**config.mk**
```make
export PLATFORM = sky130hd
export DESIGN_NAME = psu_cwdarr_seq
export DESIGN_NICKNAME = d
export VERILOG_FILES = /design/src/rtl/psu_cwdarr_seq_pkg.sv /design/src/rtl/psu_cwdarr_seq_cwdsel.sv /design/src/rtl/psu_cwdarr_seq.sv
export SDC_FILE = /design/constraint.sdc
export NUM_CORES = 1
export LEC_CHECK = 0
export BUFFER_PORTS_ARGS = -buffer_cell sky130_fd_sc_hd__buf_2
export CORE_ASPECT_RATIO = 1.25
export CORE_UTILIZATION = 56
export CTS_CLUSTER_SIZE = 40
export DETAILED_ROUTE_END_ITERATION = 6
export PLACE_DENSITY = 0.9
export SLEW_MARGIN = 20
export SYNTH_ARGS = -nofsm -noshare
export SYNTH_HDL_FRONTEND = slang
export SYNTH_HIERARCHICAL = 1
export SYNTH_SLANG_ARGS = --single-unit
```
**constraint.sdc**
```tcl
create_clock -name clk -period 4.5 [get_ports clk]
set_input_delay 0.9 -clock clk [delete_from_list [all_inputs] [get_ports clk]]
set_output_delay 0.9 -clock clk [all_outputs]
set_load 0.05 [all_outputs]
```
**src/rtl/psu_cwdarr_seq_pkg.sv**
```systemverilog
// Shared constants, default widths and type definitions for the codeword-array sequencer.
package psu_cwdarr_seq_pkg;

  localparam int CWD_I       = 0;
  localparam int DEF_NUM_PQ  = 16;
  localparam int DEF_CWD_BW  = 4;
  localparam int DEF_NUM_CLS = 4;
  localparam int DEF_REP_BW  = 4;

  // Class encoding: the ordinary gate codeword and the special-case codeword.
  localparam int CLS_NORMAL  = 0;
  localparam int CLS_SPECIAL = 1;

  typedef enum logic {
    ST_IDLE = 1'b0,
    ST_EMIT = 1'b1
  } state_e;

endpackage

```
**src/rtl/psu_cwdarr_seq_cwdsel.sv**
```systemverilog
// One qubit's codeword selector: class lookup into the codeword table, idle codeword when masked off.
module psu_cwdsel
  import psu_cwdarr_seq_pkg::*;
#(
  parameter int                CWD_BW   = DEF_CWD_BW,
  parameter int                NUM_CLS  = DEF_NUM_CLS,
  parameter int                CLS_BW   = $clog2(NUM_CLS),
  parameter logic [CWD_BW-1:0] CWD_IDLE = CWD_BW'(CWD_I)
) (
  input  logic                      mask_i,
  input  logic [CLS_BW-1:0]         cls_i,
  input  logic [NUM_CLS*CWD_BW-1:0] table_i,
  output logic [CWD_BW-1:0]         cwd_o
);

  logic [CWD_BW-1:0] tab [NUM_CLS];

  for (genvar gi = 0; gi < NUM_CLS; gi++) begin : g_tab
    assign tab[gi] = table_i[gi*CWD_BW +: CWD_BW];
  end

  assign cwd_o = mask_i ? tab[cls_i] : CWD_IDLE;

endmodule

```
**src/rtl/psu_cwdarr_seq.sv**
```systemverilog
// Registers a per-qubit codeword array on accept and replays it rep+1 times over a valid/ready stream.
module psu_cwdarr_seq
  import psu_cwdarr_seq_pkg::*;
#(
  parameter int NUM_PQ   = DEF_NUM_PQ,
  parameter int CWD_BW   = DEF_CWD_BW,
  parameter int NUM_CLS  = DEF_NUM_CLS,
  parameter int REP_BW   = DEF_REP_BW,
  parameter int CWD_IDLE = CWD_I
) (
  input  logic                             clk,
  input  logic                             rst,
  input  logic                             in_valid,
  output logic                             in_ready,
  input  logic [NUM_PQ-1:0]                mask_ext_array,
  input  logic [NUM_PQ*$clog2(NUM_CLS)-1:0] cls_ext_array,
  input  logic [NUM_CLS*CWD_BW-1:0]        cwd_table,
  input  logic [REP_BW-1:0]                rep,
  output logic                             out_valid,
  input  logic                             out_ready,
  output logic [NUM_PQ*CWD_BW-1:0]         cwdarray,
  output logic                             out_last
);

  localparam int                       CLS_BW   = $clog2(NUM_CLS);
  localparam logic [CWD_BW-1:0]        IDLE_CWD = CWD_BW'(CWD_IDLE);
  localparam logic [NUM_PQ*CWD_BW-1:0] IDLE_ARR = {NUM_PQ{IDLE_CWD}};

  state_e                     state_q, state_d;
  logic [REP_BW-1:0]          cnt_q, cnt_d;
  logic [NUM_PQ*CWD_BW-1:0]   arr_q, arr_d;
  logic [NUM_PQ*CWD_BW-1:0]   sel_arr;
  logic                       accept, fire;

  for (genvar gi = 0; gi < NUM_PQ; gi++) begin : g_sel
    psu_cwdsel #(
      .CWD_BW   (CWD_BW),
      .NUM_CLS  (NUM_CLS),
      .CLS_BW   (CLS_BW),
      .CWD_IDLE (IDLE_CWD)
    ) u_sel (
      .mask_i  (mask_ext_array[gi]),
      .cls_i   (cls_ext_array[gi*CLS_BW +: CLS_BW]),
      .table_i (cwd_table),
      .cwd_o   (sel_arr[gi*CWD_BW +: CWD_BW])
    );
  end

  assign accept   = in_valid & in_ready;
  assign fire     = out_valid & out_ready;
  assign cwdarray = arr_q;

  always_ff @(posedge clk) begin
    if (rst) state_q <= ST_IDLE;
    else     state_q <= state_d;
  end

  always_comb begin
    state_d = state_q;
    case (state_q)
      ST_IDLE: if (accept) state_d = ST_EMIT;
      ST_EMIT: if (fire && out_last && !accept) state_d = ST_IDLE;
      default: state_d = ST_IDLE;
    endcase
  end

  // in_ready opens on the final handshake so a new request follows with no bubble.
  always_comb begin
    out_valid = (state_q == ST_EMIT);
    out_last  = out_valid && (cnt_q == '0);
    in_ready  = (state_q == ST_IDLE) || (out_valid && out_ready && out_last);
  end

  // The array returns to idle after the final beat so it reads idle whenever out_valid is low.
  always_comb begin
    cnt_d = cnt_q;
    arr_d = arr_q;
    if (accept) begin
      cnt_d = rep;
      arr_d = sel_arr;
    end else if (fire) begin
      if (out_last) arr_d = IDLE_ARR;
      else          cnt_d = cnt_q - 1'b1;
    end
  end

  always_ff @(posedge clk) begin
    if (rst) begin
      cnt_q <= '0;
      arr_q <= IDLE_ARR;
    end else begin
      cnt_q <= cnt_d;
      arr_q <= arr_d;
    end
  end

endmodule

```
==> results.cfg, run 1 <==
[synth]
yosysUniqueCellTypes = 34
synth.cell_area_um2 = 4529
ys_ff_latch = 69
synthTopCellsByArea = dfxtp_1, mux2i_1, a22oi_1
synth_warnings = 6
synth_top_area_share_pct = 30.50
syn_avg_cell_area_um2 = 9.150
synth.yosys.seq_area_share_pct = 30.50
netlist_instances = 495
synth_nets = 569
yosys.area.top_type = dfxtp_1

[sta]
finalCriticalPeriod_ns = 2.713
hold_violations = 0
final_max_slew_viol_count = 0
skew_ns = 0.006451
rsz0062_at_grt = false
setup_tns_ns = 0
period_share_pct = 60.30
slew_headroom_pct = 36.90
layout_setup_ws_ns = 1.787
fmax_mhz = 368.5
setup_viol = 0
max_slew.worst_pin.slew_ns = 0.9465

[worst_setup_path]
critPathBufInv = 2
cp-start-kind = flop
r2r_setup_slack_ns = 2.02
required_ns = 3.60
critical_path_class = reg -> out
crit_family = simple AND/OR/NAND/NOR gates
cp_max_fo = 3
critPathSlowestCell = dfxtp_1
worst_path_largest_cell_delay_ns = 0.33
cp_cell_sequence = inv_1, ha_1, nor3b_2, and2_1, buf_2
critPathArrivalTime_ns = 1.81
critical_path.endpoint_type = output port

[clocking]
post-cts-setup-buffers = 0
clk_path_buf_depth = 2
clock_latency_ns = 0.35
cts_tree = yes
clock-sinks = 69
h-tree-depth = 3
clkTransAtPathRegs_ns = 0.07
cts_made_buffers = 9
cts-root-buf = clkbuf_8
ctsHoldBuffers = 0
cts_resized = 0

[die]
die_h_um = 102.6
coreArea_um2 = 7838
start_util_pct = 57.79
die-width_um = 82.44
io_pins = 139
rows = 36
dieArea_um2 = 8454

[global_route]
antenna_found_initial = 0
grt_first_pass_wirelength_um = 21110
grt_pass1_vias = 4377
gr-usage-all-layers_pct = 33.08
grt_overflow = 0
grt_start_max_net_pins = 73

[finish]
final_layout_size_suffix_gt1_share_pct = 26.83
regArea_um2 = 1381
area_growth_pct = 16.96
fillCellCount = 622
finalNonFillerCells = 710
final_cell_area_um2 = 5298
multiInputGateArea_um2 = 2850
insertedDiodeCount = 0
fin_nets = 684

[drt]
drt_first_pass_iters = 7
wl_per_cell_um = 19.66
routed_wl_um = 13960
ant_nets = 0
drc = 0
drtIter0Drc = 485
routed_via_density = 6.611
vias = 4694

[power_and_ir_drop]
p_seq_share_pct = 39.0
p_comb_share_pct = 31.8
power_frac_clock_pct = 29.1
power.density_nw_per_um2 = 325.3
p_int_mw = 1.101
power.leakage_nw = 2.552
p_sw_share_pct = 36.11
switching_power_uw = 622.3
peakVddDrop_mv = 0.1986

[worst_hold_path]
hold_class = reg -> reg

[placement]
place_hpwl_um = 8935
gp_congestion = 0.8591
pre_cts_ws_ns = 1.522
dp.cells = 693
place.port_buffers = 138
detailed_place.area_um2 = 5079

[flow_run]
drv_cap = 0

[outcome]
outcome = finished, final reports clean
[worst min-delay path: stages (launching register included)]
cell,delay (ns)
dfxtp_1,0.33
a22oi_1,0.06
nor2_1,0.08
[area by class of cell]
type	count	share of cell area (%)
clock inverters	5	0.9447
multi-input cells	384	53.80
clock buffers	11	2.669
repair buffers	142	13.98
flip-flops and latches	69	26.07
inverters	4	0.2834
well taps	95	2.244
[sequential cells by signal, indices dropped and copies added, names as in the netlist]
name       cells
cwdarray      64
cnt_q          4
out_valid      1
[power by group through the flow]
| stage | Clock [mW] | Combinational [mW] | Sequential [mW] |
|---|---|---|---|
| after floorplan | 0 | 0.298 | 0.781 |
| after global placement | 0 | 0.512 | 0.684 |
| after CTS | 0.508 | 0.533 | 0.671 |
| after global routing | 0.535 | 0.584 | 0.676 |
| final | 0.502 | 0.548 | 0.673 |
| after detailed placement | 0 | 0.530 | 0.684 |
[through the flow]
stage | hold WS [ns] | util (%) | total power, mW
after floorplan | 0.5151 | - | 1.079
after global placement | 0.4781 | 64.80 | 1.195
after detailed placement | 0.4841 | 64.80 | 1.215
after CTS | 0.5023 | 67.24 | 1.712
after global routing | 0.5275 | 67.59 | 1.795
final | 0.5027 | 67.59 | 1.723
[per-layer routing]
layer  global-route usage, %  part of all wire [%]  up-vias
met2                   54.48                    49      305
met5                       0                     0        -
met4                   20.65                   5.0        0
met1                   37.80                    37     2184
li1                        -                     -     2123
met3                   8.496                   9.5       82
[layout by cell type, fill, tap and decap left out, types with 2 or more instances in the layout]
master / instances
nand2b_1: 16
nor2b_1: 2
nor2_1: 67
o22ai_1: 64
nand2_1: 18
a22oi_1: 64
a21oi_1: 3
mux2i_1: 128
ha_1: 2
inv_1: 4
nor3_1: 2
buf_2: 138
buf_4: 3
clkinv_2: 4
clkbuf_8: 10
dfxtp_1: 69
[kinds of logic (layout without fill, tap and decap cells)]
family	count (synthesis)	count (layout)	share of synthesized area (%)
compound gates	139	139	21.85
mux	129	129	28.54
fa+ha+maj	2	2	0.5524
buf+inv	42	162	6.768
flops	69	69	30.50
simple gates	114	114	11.80
[final timing paths]
kind | start | to | cells past startpoint
max | cnt_q[0]$_SDFFE_PP0P_ | out_last | 5
min | cwdarray[61]$_SDFFE_PP0P_ | cwdarray[61]$_SDFFE_PP0P_ | 2
max reg2reg | cnt_q[0]$_SDFFE_PP0P_ | cwdarray[0]$_SDFFE_PP0P_ | 7
min reg2reg | cwdarray[61]$_SDFFE_PP0P_ | cwdarray[61]$_SDFFE_PP0P_ | 2
[synth_stat cells]
master	n
nor3b_1	1
nor2_1	67
buf_6	17
o211ai_1	1
a41o_1	1
mux2_1	1
a22oi_1	64
and2_1	1
nand2b_1	16
nor3b_2	1
nand4bb_4	1
a31oi_2	1
o22ai_1	64
nor3_1	2
o41a_2	1
mux2i_1	128
nand3_1	1
or4b_1	1
or3b_2	1
nor2b_1	2
ha_1	2
a21boi_4	1
buf_4	2
or2_2	1
a41oi_1	1
nand2_1	18
dfxtp_1	69
or3b_1	1
a21oi_1	3
buf_2	11
a2bb2oi_1	1
a311oi_2	1
inv_1	4
clkbuf_1	8
No activity file was read; power rests on OpenSTA's default activity.
==> run 2, diff against run 1 <==
CORE_UTILIZATION = 52   (was 56)
PLACE_DENSITY = 0.85   (was 0.9)
clock period = 2.55 ns   (was 4.5 ns; I/O delays follow)
==> results.cfg, run 2 (synthesis results as in run 1) <==
[global_route]
use_met2_pct = 48.23
use_met1_pct = 34.46
antenna_found_initial = 0
grt_first_pass_wirelength_um = 20600
grt_overflow = 0
grt_start_max_net_pins = 73
use_met3_pct = 5.202
grt_most_used_layer = met2
grt_pass1_vias = 4256
gr-usage-all-layers_pct = 28.83

[worst_setup_path]
cp_max_fo = 3
critical_path.endpoint_type = output port
critPathBufInv = 2
worst_path_largest_cell_delay_ns = 0.32
critical_path_class = reg -> out
cp_cell_sequence = inv_1, ha_1, nor3b_2, and2_1, buf_2
required_ns = 2.04
crit_family = simple AND/OR/NAND/NOR gates
critPathArrivalTime_ns = 1.75
cp-start-kind = flop
critPathSlowestCell = dfxtp_1

[sta]
setup_tns_ns = 0
skew_ns = 0.009008
final_max_slew_viol_count = 0
hold_violations = 0
max_slew.worst_pin.slew_ns = 0.6679
whs_ns = 0.4188
rsz0062_at_grt = false
fmax_mhz = 442.2
finalCriticalPeriod_ns = 2.261
setup_viol = 0
period_share_pct = 88.69
slew_headroom_pct = 55.47

[finish]
insertedDiodeCount = 0
largest_reg_flops = 64
regArea_um2 = 1381
layout_common_cells = buf_2, mux2i_1, dfxtp_1
final_layout_size_suffix_gt1_share_pct = 26.71
area_growth_pct = 16.38
fin_nets = 683
multiInputGateArea_um2 = 2850
final_common_cell = buf_2
fillCellCount = 695

[clocking]
cts_made_buffers = 9
clkTransAtPathRegs_ns = 0.07
clock_latency_ns = 0.35
cts_resized = 0
cts-root-buf = clkbuf_8
clk_path_buf_depth = 2
ctsHoldBuffers = 0
cts_tree = yes
clock-sinks = 69
h-tree-depth = 3
post-cts-setup-buffers = 0

[power_and_ir_drop]
power.density_nw_per_um2 = 560.4
p_comb_share_pct = 32.2
switching_power_mw = 1.087
p_sw_share_pct = 36.79
p_seq_share_pct = 40.1
p_int_mw = 1.867
power.leakage_nw = 2.533
power_frac_clock_pct = 27.7
finalPower_mw = 2.954
peakVddDrop_mv = 0.5038

[die]
die-width_um = 85.48
coreArea_um2 = 8333
io_pins = 139
die_h_um = 106.3
rows = 37
start_util_pct = 54.35
dieArea_um2 = 9090

[drt]
drc = 0
vias = 4474
ant_nets = 0
routed_via_density = 6.293
wl_per_cell_um = 18.89
drt_first_pass_iters = 5
drtIter0Drc = 365
routed_wl_um = 13430

[placement]
place_hpwl_um = 8556
place.port_buffers = 138
gp_congestion = 0.8292

[worst_hold_path]
hold_class = in -> reg

[flow_run]
drv_cap = 0

[outcome]
outcome = finished, final reports clean
==> run 2: routing by layer <==
layer | up-vias | part of all wire (%)
met5 | - | 0
met4 | 0 | 2.7
met3 | 30 | 5.2
met2 | 185 | 50
met1 | 2153 | 42
li1 | 2106 | -
==> run 2: metrics by stage <==
stage / cells / util, % / setup slack (ns) / cell area [um^2]
finish: 711 / 63.26 / 0.2885 / 5271
global route: 711 / 63.26 / 0.1712 / 5271
CTS: 711 / 63.26 / 0.2448 / 5271
detailed placement: 695 / 61.13 / 0.5919 / 5094
global placement: 695 / 61.13 / 0.6888 / 5094
floorplan: 495 / - / 0.7424 / 4529
==> run 2: power by group through the flow <==
| stage | Clock (mW) | Sequential, mW | Combinational (mW) |
|---|---|---|---|
| CTS | 0.842 | 1.18 | 0.945 |
| floorplan | 0 | 1.38 | 0.526 |
| global route | 0.881 | 1.19 | 1.02 |
| finish | 0.818 | 1.18 | 0.952 |
| detailed placement | 0 | 1.21 | 0.942 |
| global placement | 0 | 1.20 | 0.912 |
==> run 2: layout make-up <==
type	instances	area share [%]
clock inverter	4	0.4272
multi-input combinational	384	54.07
clock buffer	12	2.943
timing repair buffer	141	13.77
tap	97	2.302
inverter	4	0.2848
sequential	69	26.20
==> run 2: worst paths after layout <==
kind,from,to,slack [ns],depth (start not counted)
setup / recovery,cnt_q[0]$_SDFFE_PP0P_,out_last,0.29,5
hold / removal,rep[2],cnt_q[2]$_SDFFE_PP0P_,0.42,3
setup reg to reg,cnt_q[0]$_SDFFE_PP0P_,cwdarray[24]$_SDFFE_PP0P_,0.57,7
hold reg to reg,cwdarray[14]$_SDFFE_PP0P_,cwdarray[14]$_SDFFE_PP0P_,0.50,2
==> run 2: tightest hold or removal path, delay by kind of cell <==
| family | cells | cell delay [ns] |
|---|---|---|
| and+or+nand+nor | 2 | 0.14 |
| buffers and inverters | 1 | 0.07 |
==> run 3, diff against run 2 <==
ABC_AREA = 1   (was default)
CORE_UTILIZATION = 55   (was 52)
==> results.cfg, run 3 <==
[clocking]
cts_tree = yes
cts_resized = 0
clock-sinks = 69
post-cts-setup-buffers = 0
cts_made_buffers = 9
clk_path_buf_depth = 2
ctsHoldBuffers = 0
h-tree-depth = 3
cts-root-buf = clkbuf_16
clkTransAtPathRegs_ns = 0.06
clock_latency_ns = 0.35

[sta]
setup_viol = 0
slew_headroom_pct = 58.69
finalCriticalPeriod_ns = 2.169
hold_violations = 0
setup_tns_ns = 0
rsz0062_at_grt = false
fmax_mhz = 461.0
skew_ns = 0.006021
final_max_slew_viol_count = 0
max_slew.worst_pin.slew_ns = 0.6197
layout_setup_ws_ns = 0.3807
period_share_pct = 85.07

[worst_setup_path]
cp-start-kind = flop
worst_path_largest_cell_delay_ns = 0.32
r2r_start = cnt_q[0]$_SDFFE_PP0P_
cp_cell_sequence = inv_1, ha_1, nand2_1, clkinv_1, nand3_2, nand2_1, buf_2
crit_start = cnt_q[0]$_SDFFE_PP0P_
critical_path_class = reg -> out
cpMostUsedCell = nand2_1
cp_max_fo = 6
critical_path.endpoint_type = output port
required_ns = 2.04
critPathSlowestCell = dfxtp_1
critPathArrivalTime_ns = 1.66

[synth]
synth_edf_count = 0
netlist_instances = 1110
ys.flop_type = dfxtp_1
yosys.area.top_type = dfxtp_1
synth_top_area_share_pct = 23.12
synth.yosys.seq_area_share_pct = 23.12
syn_avg_cell_area_um2 = 5.384
synth_warnings = 6
synthTopCellsByArea = dfxtp_1, nand2_1, nand3_1
synth.most_common_cell = nand2_1
synth_nets = 1184
synth.cell_area_um2 = 5976
synth-async-reset-ratio_pct = 0
synth_common_cells = nand2_1, nand3_1, inv_1
yosysUniqueCellTypes = 19
ys_ff_latch = 69

[power_and_ir_drop]
p_sw_share_pct = 34.69
power.leakage_nw = 4.131
switching_power_mw = 1.285
power_frac_clock_pct = 40.1
p_int_mw = 2.420
peakVddDrop_mv = 0.2876
p_seq_share_pct = 31.5
power.density_nw_per_um2 = 533.7
p_comb_share_pct = 28.4

[drt]
vias = 7016
routed_wl_um = 18000
drtIter0Drc = 468
drc = 0
routed_via_density = 5.163
ant_nets = 0
drt_first_pass_iters = 5
wl_per_cell_um = 13.24

[finish]
area_growth_pct = 16.19
layout_common_cells = nand2_1, nand3_1, inv_1
regArea_um2 = 1381
final_common_cell = nand2_1
multiInputGateArea_um2 = 3033
fillCellCount = 1044
largest_reg_flops = 64
insertedDiodeCount = 0
fin_nets = 1296
final_layout_size_suffix_gt1_share_pct = 23.80

[placement]
place_hpwl_um = 11730
place.port_buffers = 138
pre_cts_ws_ns = 0.7447
gp_congestion = 0.8867

[global_route]
grt_first_pass_wirelength_um = 28810
antenna_found_initial = 0
grt_pass1_vias = 6418
grt_start_max_net_pins = 67
use_met3_pct = 5.598
use_met1_pct = 38.68
gr-usage-all-layers_pct = 32.46
use_met2_pct = 52.90
grt_overflow = 0
grt_most_used_layer = met2

[die]
die_h_um = 118.5
rows = 42
dieArea_um2 = 11290
io_pins = 139
die-width_um = 95.23
start_util_pct = 56.57
coreArea_um2 = 10560

[outcome]
outcome = finished, final reports clean

[worst_hold_path]
hold_class = in -> reg
holdCritStartpoint = rep[0]

[flow_run]
drv_cap = 0
==> run 3: cell types whose count changed in the layout (fill, tap and decap cells not counted), moves of 61 or more <==
cell	change
inv_1	+181
nor2_1	-61
a21oi_1	+130
nand3_1	+197
mux2i_1	-128
nand2_1	+318
inv_2	+112
a22oi_1	-64
o22ai_1	-64
==> run 3: cell type report <==
| cell class | instances | area share (%) |
|---|---|---|
| clock inverter | 6 | 1.586 |
| tap | 132 | 2.379 |
| timing repair buffer | 145 | 10.88 |
| inverter | 314 | 18.13 |
| multi-input combinational | 683 | 43.68 |
| clock buffer | 10 | 3.442 |
| sequential | 69 | 19.90 |
==> run 3: path summary, 6_finish.rpt <==
kind	endpoint	slack, ns	cells after the start
setup / recovery	in_ready	0.38	7
hold / removal	cnt_q[0]$_SDFFE_PP0P_	0.47	5
setup reg to reg	cwdarray[8]$_SDFFE_PP0P_	0.83	9
hold reg to reg	cwdarray[58]$_SDFFE_PP0P_	0.48	2
==> run 3: logic make-up after synthesis <==
logic type,Yosys count,share of synthesized area [%]
AO/OA/AOI/OAI,137,11.62
buffers and inverters,358,26.38
flip-flops,69,23.12
AND/OR/NAND/NOR,543,38.32
XOR/XNOR,1,0.1466
adder cells (fa/ha/maj),2,0.4187
==> run 3: power groups by stage <==
stage	combinational (mW)	sequential, mW	clock, mW
detailed placement	1.03	1.19	0
floorplan	0.585	1.35	0
finish	1.05	1.17	1.49
global placement	1.01	1.19	0
CTS	1.04	1.17	1.50
global route	1.15	1.17	1.55
==> run 3: stage by stage <==
stage / instance area (um^2) / instances / utilization, % / power, mW / hold WS [ns]
after CTS: 6943 / 1359 / 65.73 / 3.705 / 0.4691
after global placement: 6594 / 1343 / 62.43 / 2.202 / 0.4665
final: 6943 / 1359 / 65.73 / 3.705 / 0.4685
after floorplan: 5976 / 1110 / - / 1.932 / 0.4682
after detailed placement: 6594 / 1343 / 62.43 / 2.223 / 0.4739
after global routing: 6943 / 1359 / 65.73 / 3.871 / 0.4982
==> run 3: metal layers <==
metal / up-vias / share of wire, %
met3: 63 / 9.2
met5: - / 0
met4: 0 / 4.1
li1: 3553 / -
met2: 331 / 48
met1: 3069 / 39
==> run 3: critical path, delay by kind of cell, from the launching register on <==
family,cells,cell delay [ns]
flops,1,0.32
buf+inv,3,0.47
simple gates,3,0.34
fa+ha+maj,1,0.19
